`src/rtl/ex_muldiv.sv`:
```
// Iterative EX-stage multiply/divide unit: MULT/MULTU/DIV/DIVU over WIDTH+1 cycles.
// Results go to the architectural HI/LO registers. The unit stalls the front end while it works.
module ex_muldiv #(
  parameter int unsigned WIDTH = 32
) (
  input  logic             CLK,
  input  logic             nRST,
  input  logic             start,
  input  logic [1:0]       op,
  input  logic [WIDTH-1:0] rs_val,
  input  logic [WIDTH-1:0] rt_val,
  input  logic             flush,
  output logic             stall_req,
  output logic             busy,
  output logic             done,
  output logic [WIDTH-1:0] hi,
  output logic [WIDTH-1:0] lo
);

  localparam int unsigned CW = $clog2(WIDTH) + 1;
  localparam int unsigned W2 = 2 * WIDTH;

  typedef enum logic [1:0] {IDLE, CALC, FIN} state_t;

  state_t           r_state;
  logic [CW-1:0]    r_cnt;
  logic [W2-1:0]    r_acc;
  logic [WIDTH-1:0] r_opb;
  logic             r_is_div;
  logic             r_neg_a;
  logic             r_neg_b;

  logic             w_signed;
  logic             w_rs_neg;
  logic             w_rt_neg;
  logic [WIDTH-1:0] w_rs_mag;
  logic [WIDTH-1:0] w_rt_mag;
  logic [WIDTH:0]   w_add;
  logic [WIDTH:0]   w_trial;
  logic [W2-1:0]    w_mul_next;
  logic [W2-1:0]    w_div_next;
  logic [W2-1:0]    w_prod;
  logic [WIDTH-1:0] w_quo;
  logic [WIDTH-1:0] w_rem;

  // Operand magnitudes; the most-negative value maps to 2^(WIDTH-1) unsigned.
  assign w_signed = ~op[0];
  assign w_rs_neg = w_signed & rs_val[WIDTH-1];
  assign w_rt_neg = w_signed & rt_val[WIDTH-1];
  assign w_rs_mag = w_rs_neg ? WIDTH'(0) - rs_val : rs_val;
  assign w_rt_mag = w_rt_neg ? WIDTH'(0) - rt_val : rt_val;

  // Multiply: acc = {partial, multiplier}; add multiplicand on lsb, then shift right with carry.
  assign w_add      = {1'b0, r_acc[W2-1:WIDTH]} + (r_acc[0] ? {1'b0, r_opb} : (WIDTH+1)'(0));
  assign w_mul_next = {w_add, r_acc[WIDTH-1:1]};

  // Restoring divide: acc = {remainder, dividend/quotient}, one quotient bit per step.
  assign w_trial    = r_acc[W2-1:WIDTH-1] - {1'b0, r_opb};
  assign w_div_next = w_trial[WIDTH] ? {r_acc[W2-2:0], 1'b0}
                                     : {w_trial[WIDTH-1:0], r_acc[WIDTH-2:0], 1'b1};

  // Sign correction; a zero divisor leaves the dividend in the remainder half.
  assign w_prod = (r_neg_a ^ r_neg_b) ? W2'(0) - r_acc : r_acc;
  assign w_quo  = (r_opb == '0) ? '1
                : (r_neg_a ^ r_neg_b) ? WIDTH'(0) - r_acc[WIDTH-1:0] : r_acc[WIDTH-1:0];
  assign w_rem  = r_neg_a ? WIDTH'(0) - r_acc[W2-1:WIDTH] : r_acc[W2-1:WIDTH];

  assign stall_req = ((r_state == IDLE) & start & ~flush) | (r_state == CALC);

  always_ff @(posedge CLK or negedge nRST) begin
    if (!nRST) begin
      r_state  <= IDLE;
      r_cnt    <= '0;
      r_acc    <= '0;
      r_opb    <= '0;
      r_is_div <= 1'b0;
      r_neg_a  <= 1'b0;
      r_neg_b  <= 1'b0;
      busy     <= 1'b0;
      done     <= 1'b0;
      hi       <= '0;
      lo       <= '0;
    end else begin
      done <= 1'b0;
      unique case (r_state)
        IDLE: begin
          if (start && !flush) begin
            r_state  <= CALC;
            busy     <= 1'b1;
            r_cnt    <= '0;
            r_is_div <= op[1];
            r_neg_a  <= w_rs_neg;
            r_neg_b  <= w_rt_neg;
            r_opb    <= op[1] ? w_rt_mag : w_rs_mag;
            r_acc    <= {WIDTH'(0), (op[1] ? w_rs_mag : w_rt_mag)};
          end
        end
        CALC: begin
          if (flush) begin
            r_state <= IDLE;
            busy    <= 1'b0;
          end else begin
            r_acc <= r_is_div ? w_div_next : w_mul_next;
            r_cnt <= r_cnt + CW'(1);
            if (r_cnt == CW'(WIDTH - 1)) r_state <= FIN;
          end
        end
        FIN: begin
          r_state <= IDLE;
          busy    <= 1'b0;
          if (!flush) begin
            done <= 1'b1;
            if (r_is_div) begin
              hi <= w_rem;
              lo <= w_quo;
            end else begin
              hi <= w_prod[W2-1:WIDTH];
              lo <= w_prod[WIDTH-1:0];
            end
          end
        end
        default: begin
          r_state <= IDLE;
          busy    <= 1'b0;
        end
      endcase
    end
  end

endmodule

```
`config.mk`:
```
export PLATFORM = sky130hd
export DESIGN_NAME = ex_muldiv
export DESIGN_NICKNAME = d
export VERILOG_FILES = /design/src/rtl/ex_muldiv.sv
export SDC_FILE = /design/constraint.sdc
export NUM_CORES = 1
export LEC_CHECK = 0
export CAP_MARGIN = 40
export CORE_MARGIN = 1
export CORE_UTILIZATION = 35
export DETAILED_ROUTE_END_ITERATION = 10
export DONT_BUFFER_PORTS = 1
export HOLD_SLACK_MARGIN = 0.03
export SYNTH_ARGS = -nofsm -noshare
export SYNTH_HDL_FRONTEND = slang
export SYNTH_SLANG_ARGS = --single-unit
```
`constraint.sdc`:
```
create_clock -name CLK -period 4 [get_ports CLK]
set_input_delay 0.8 -clock CLK [delete_from_list [all_inputs] [get_ports CLK]]
set_output_delay 0.8 -clock CLK [all_outputs]
set_load 0.005 [all_outputs]
```
==> results of run 1 <==
-- layout by cell type (no fill, tap or decap), types with 8 or more instances in the layout --
cell and instances:
nand4_1 14, inv_1 66, and2_1 8, a31oi_1 23, or2_2 11, nand2_1 185, nor3_1 50, or4_1 8
a221oi_1 9, a211oi_1 15, a22oi_1 13, o21a_1 14, nor2b_1 10, and3_1 14, nand3_1 27, a21o_1 30
or3_1 16, o21ai_0 170, dfrtp_1 172, nor2_1 221, o211ai_1 17, xnor2_1 93, o31ai_1 24, buf_4 73
mux2i_1 51, nor4_1 21, clkbuf_16 17, ha_1 69, o41ai_1 12, xor2_1 78, nand2b_1 18, a21oi_1 199
-- worst reg2reg max path, delay by kind of cell, from the launching register on --
| family | cells | cell delay (ps) |
|---|---|---|
| AND/OR/NAND/NOR | 4 | 1340 |
| AO/OA/AOI/OAI | 5 | 1130 |
| adder cells (fa/ha/maj) | 2 | 650 |
| flip-flops | 1 | 380 |
| buffers and inverters | 1 | 100 |
-- worst min-delay path by stage --
| stage | startpoint | to | slack, ps |
|---|---|---|---|
| 6_report | nRST | r_cnt[1] | 180 |
| 3_5_place_dp | r_opb[21] | r_opb[21] | 480 |
| 5_1_grt | nRST | r_cnt[0] | 180 |
| 4_1_cts | nRST | lo[6] | 20 |
| 2_1_floorplan | r_opb[21] | r_opb[21] | 450 |
| 3_3_place_gp | r_opb[21] | r_opb[21] | 470 |
-- cell families (layout without fill, tap and decap cells) --
group	after synthesis	count (layout)	share of synthesized area, %
AO/OA/AOI/OAI	608	608	25.7
XOR/XNOR	171	171	10.3
adder cells (fa/ha/maj)	71	71	6.21
buffers and inverters	167	179	4.42
flip-flops	173	173	29.8
multiplexers	57	57	3.97
other	0	1	0
AND/OR/NAND/NOR	625	625	19.7
-- area by class of cell --
class                      count  share of cell area, %
multi-input combinational   1532                   59.3
sequential                   173                   26.8
timing repair buffer          80                   4.30
tap                          532                   4.12
clock buffer                  17                   2.63
inverter                      67                   1.56
clock inverter                15                   1.25
antenna                        1                 0.0155
-- per-layer routing --
layer / track usage, % / vias up / share of wire [%]
met5: 0 / - / 0
met4: 8.14 / 0 / 2.8
met3: 4.71 / 74 / 7.2
met2: 38.8 / 530 / 45
met1: 34.8 / 6850 / 45
li1: - / 6727 / -
-- power breakdown --
part | total (W) | switching [W] | internal (W)
combinational | 0.00573 | 0.00347 | 0.00225
clock | 0.00179 | 0.000890 | 0.000904
sequential | 0.00244 | 0.000413 | 0.00203
-- metrics by stage --
| stage | hold slack (ps) | power [W] | util (%) | worst slack, ps | instances |
|---|---|---|---|---|---|
| after floorplan | 450 | 0.00629 | - | 676 | 1872 |
| after global routing | 183 | 0.0106 | 39.5 | 25.7 | 2416 |
| after CTS | 15.3 | 0.00982 | 39.3 | 262 | 2412 |
| final | 178 | 0.00997 | 39.5 | 238 | 2417 |
| after global placement | 471 | 0.00794 | 37.6 | 326 | 2376 |
| after detailed placement | 483 | 0.00800 | 37.7 | 292 | 2380 |
-- state kept, by name, summed over array words and instances, names as in the netlist --
register,count
r_state,2
done,1
r_neg_b,1
r_neg_a,1
hi,32
lo,32
r_acc,64
r_cnt,6
busy,1
r_is_div,1
r_opb,32
==> flow_summary.toml, run 1 <==
[worst_setup_path]
worst_r2r_endpoint = "r_acc[48]"
critical_path_buf_inv_count = 1
crit_required_ps = 4290
worstPathArrival_ps = 4060
cp_common_cell = "a21oi_1"
r2r.worst_path.cells = 12
cp.depth = 12
cp_slowest_stage_delay_ps = 430
r2r_start = "r_acc[31]"
cp_cell_sequence = "inv_1 > ha_1 > fa_1 > nand2b_1 > a21oi_1 > o21a_1 > o21ai_1 > or3_1 > nand3_1 > nand2_1 > a21oi_1 > o221ai_1"
slowest_stage = "or3_1"
worstSetupPathType = "reg2reg"
cp-startpoint = "r_acc[31]"
cp-start-kind = "flip-flop"
end_kind = "flip-flop"
setup.worst_path.end = "r_acc[48]"
r2r_slack_ps = 240
crit_family = "simple AND/OR/NAND/NOR gates"
crit_fanout = 12

[clocking]
cts-htree-levels = 4
root_buffer = "clkbuf_16"
clock-sinks = 173
cts_inserted_buffers = 17
clockBufferDepth = 2
cts_setup_buffers = 0
cts-resized-gates = 0
cts.clk_slew.worst_paths_ps = 80
cts_tree = "built"
worstSkewPairLatency_ps = 470

[grt]
overflow = 0
antenna_found_initial = 0
grt_pass1_vias = 13300
grtUsageTotal_pct = 25.0
grt_max_degree = 174
grt_pass1_wl_um = 80500

[drt]
drc = 0
wl_per_cell_um = 22.3
vias = 14200
drt_iter0_drc = 1195
dr.pass1.iters = 7
via_per_inst = 5.87
postRouteAntennaNets = 0
drt-total-wl_um = 54000

[placed_design]
place.gp.congestion = 0.995
hpwl_um = 41600
dpl_cell_area_um2 = 15400
io_buffers = 0

[min_path]
hp-class = "in2async"

[layout]
drive_gt1_share_pct = 8.01
area_growth_syn_to_layout_pct = 11.1
register_area_um2 = 4330
multiInputGateArea_um2 = 9590
fin_nets = 2012
stdcell_area_um2 = 16200
filler_cell_count = 4233

[timing]
hold_viol = 0
period_share_pct = 94.1
fmax_mhz = 266
final-setup-viol-count = 0
period_minus_slack_ps = 3760
clock_skew_ps = 18.6
worst_pin_slew_ps = 889
drv_slew = 0
maxSlewHeadroom_pct = 40.1
final.setup.tns_ps = 0
grt_setup_unrepaired = "false"

[die]
fp-row-count = 74
die_h_um = 206
fp.dieW_um = 206
die_area_um2 = 42400
coreArea_um2 = 40900
ios = 137
initial_utilization_pct = 35.5

[synthesis]
synth_cell_types = 74
ys_seq_elements = 173
synth_commonest_cells = "225 x nor2_1, 200 x a21oi_1, 186 x nand2_1"
syn-num-nets = 2013
synth_edf_count = 0
yosys.area.top_type_share_pct = 29.8
synth_top_cell_by_area = "dfrtp_1"
async_reset_ff_share_pct = 100
yosysMostFrequentCell = "nor2_1"
yosys-top-cells-area = "dfrtp_1 30%, a21oi_1 6.9%, ha_1 5.9%"
synth_area_um2 = 14500
ys.warnings.count = 0
synth_cells = 1872
synth_flop_cell = "dfrtp_1"
yosysSeqAreaShare_pct = 29.8
syn_avg_cell_area_um2 = 7.77

[power]
p_leak_nw = 6.99
ir_drop_v = 0.000366
p_per_area_nw_per_um2 = 616

[run]
drv_cap = 0

[outcome]
status = "finished, final reports clean"
Power figures use the tool's default switching activity.
==> run 2: changes to the inputs <==
--- a/config.mk
+++ b/config.mk
@@ -5,6 +5,7 @@
 export SDC_FILE = /design/constraint.sdc
 export NUM_CORES = 1
 export LEC_CHECK = 0
+export ABC_AREA = 1
 export CAP_MARGIN = 40
 export CORE_MARGIN = 1
 export CORE_UTILIZATION = 35
==> run 2 against run 1 <==
  * The run now ends with hold timing left
  * Critical path type unchanged
  * Wire length rose by 27%
  * Sequential share of layout area decreased by 4.1 points
  * Die area increased by 22%
  * Non-clock buffer count shrank 46
  * Worst setup slack better by 410 ps
  * Area after synthesis grew 22%
==> flow_summary.toml, run 2 <==
[outcome]
status = "complete, but fails checks"
violations = "hold timing"

[timing]
maxSlewHeadroom_pct = 47.9
drv_slew = 0
worst_pin_slew_ps = 782
final.setup.tns_ps = 0
hold_slack_ps = -11.2
period_minus_slack_ps = 3350
period_share_pct = 83.8
grt_setup_unrepaired = "false"
final-setup-viol-count = 0
fmax_mhz = 298
clock_skew_ps = 15.6
hold_viol = 30

[grt]
grt_pass1_wl_um = 105000
met3_usage_pct = 4.96
grt_pass1_vias = 17800
gr-usage-met1_pct = 37.2
overflow = 0
top_usage_layer = "met2"
grtUsageTotal_pct = 26.8
antenna_found_initial = 0
grt_max_degree = 174
use_met2_pct = 40.6

[worst_setup_path]
crit_fanout = 24
slowest_stage = "dfrtp_1"
crit_required_ps = 4390
cp_slowest_stage_delay_ps = 560
cp-start-kind = "flip-flop"
cp_cell_sequence = "inv_1 > fa_1 > inv_1 > nand2_1 > nand2_1 > nand3_1 > nand2_1 > nand2_1 > nand2_2 > nand2_1 > nand3_1 > nand2_2 > nor2_1 > nand2_1 > nand3b_1 > nand2_1"
worstPathArrival_ps = 3740
end_kind = "flip-flop"
worstSetupPathType = "reg2reg"
crit_family = "simple AND/OR/NAND/NOR gates"
critical_path_buf_inv_count = 2
cp_common_cell = "nand2_1"

[synthesis]
synth_cells = 3052
yosys.area.top_type_share_pct = 24.3
ys.warnings.count = 0
synth_edf_count = 0
synth_area_um2 = 17800
ys_seq_elements = 173
async_reset_ff_share_pct = 100
syn-num-nets = 3193
yosysMostFrequentCell = "nand2_1"
synth_top_cell_by_area = "dfrtp_1"
synth_flop_cell = "dfrtp_1"
synth_commonest_cells = "1001 x nand2_1, 421 x inv_1, 350 x nand3_1"
yosysSeqAreaShare_pct = 24.3
syn_avg_cell_area_um2 = 5.83
synth_cell_types = 45
yosys-top-cells-area = "dfrtp_1 24%, nand2_1 21%, nand3_1 9.8%"

[drt]
postRouteAntennaNets = 0
drt-total-wl_um = 68700
drt_iter0_drc = 1914
dr.pass1.iters = 6
drc = 0
via_per_inst = 5.24
wl_per_cell_um = 18.6
vias = 19400

[power]
p_per_area_nw_per_um2 = 761
p_leak_nw = 9.88
ir_drop_v = 0.000473
finalPower_w = 0.0145

[min_path]
hp-class = "in2async"

[run]
drv_cap = 0

[clocking]
cts_inserted_buffers = 17
worstSkewPairLatency_ps = 500
cts.clk_slew.worst_paths_ps = 80
clockBufferDepth = 2
cts-resized-gates = 0
cts_setup_buffers = 0
cts-htree-levels = 4
clock-sinks = 173
root_buffer = "clkbuf_16"
cts_tree = "built"

[die]
initial_utilization_pct = 35.5
fp-row-count = 82
ios = 137
coreArea_um2 = 50200
die_area_um2 = 51800
fp.dieW_um = 228
die_h_um = 228

[layout]
area_growth_syn_to_layout_pct = 7.19
final_common_cell = "nand2_1"
largest_register_ff_count = 64
antennaDiodeCount = 0
fin_nets = 3149
regMostFlops = "r_acc"
drive_gt1_share_pct = 3.18
final_cell_mix = "1001 x nand2_1, 421 x inv_1, 350 x nand3_1, 312 x nor2_1, 172 x dfrtp_1"

[placed_design]
io_buffers = 0
place.gp.congestion = 1.01
hpwl_um = 55100
-- run 2: cell types whose count changed in the layout (fill, tap and decap cells not counted), moves of 22 or more --
cell | previous run | this run
mux2i_1 | 51 | 1
a21o_1 | 30 | 3
buf_4 | 73 | 34
a31oi_1 | 23 | 1
nor2_1 | 221 | 312
xnor2_1 | 93 | 18
inv_1 | 66 | 421
nand3_1 | 27 | 350
nand4_1 | 14 | 42
nand2_1 | 185 | 1001
a21oi_1 | 199 | 144
-- run 2: worst paths after layout --
check / end / from / cells after the start / slack (ps)
setup reg to reg: r_acc[39] / r_acc[32] / 16 / 650
min in group CLK: r_opb[0] / rt_val[0] / 2 / 450
hold reg to reg: hi[24] / hi[24] / 2 / 510
max in group asynchronous: r_acc[58] / nRST / 0 / 3800
setup / recovery: r_acc[39] / r_acc[32] / 16 / 650
hold / removal: lo[14] / nRST / 0 / -10
-- run 2: final cells by class --
| type | count | area (um2) |
|---|---|---|
| repair buffers | 34 | 255 |
| well taps | 672 | 841 |
| clock inverters | 14 | 181 |
| flip-flops and latches | 173 | 4330 |
| multi-input cells | 2351 | 11400 |
| clock buffers | 18 | 429 |
| inverters | 431 | 1620 |
| fillers | 5673 | 31100 |
-- run 2: routing by layer --
metal / routed length, um / part of all wire, %
met4: 2330 / 3.4
met5: 0 / 0
met1: 30900 / 45
met3: 5680 / 8.3
met2: 29800 / 43
-- run 2: report_power, final --
part	internal [W]	leakage, nW	total (W)	switching (W)
Combinational	0.00300	7.42	0.00974	0.00674
Clock	0.000892	0.288	0.00176	0.000868
Sequential	0.00224	2.17	0.00303	0.000782
-- run 2: cells by family (layout without fill, tap and decap cells) --
family	count (synthesis)	in the layout	share of synthesized area (%)
AND/OR/NAND/NOR	1783	1783	41.7
AO/OA/AOI/OAI	408	408	12.9
multiplexers	1	1	0.0562
flip-flops	173	173	24.3
adder cells (fa/ha/maj)	71	71	5.07
XOR/XNOR	88	88	4.33
buffers and inverters	528	497	11.6
-- run 2: stage by stage --
step | std cells | setup WS [ps] | hold slack (ps) | area [um2] | utilization [%]
4_1_cts | 3693 | 637 | -38.5 | 19100 | 38.0
3_5_place_dp | 3661 | 661 | 494 | 18500 | 36.8
3_3_place_gp | 3661 | 662 | 493 | 18500 | 36.8
6_report | 3693 | 648 | -11.2 | 19100 | 38.0
2_1_floorplan | 3052 | 1390 | 472 | 17800 | -
5_1_grt | 3693 | 314 | -31.4 | 19100 | 38.0
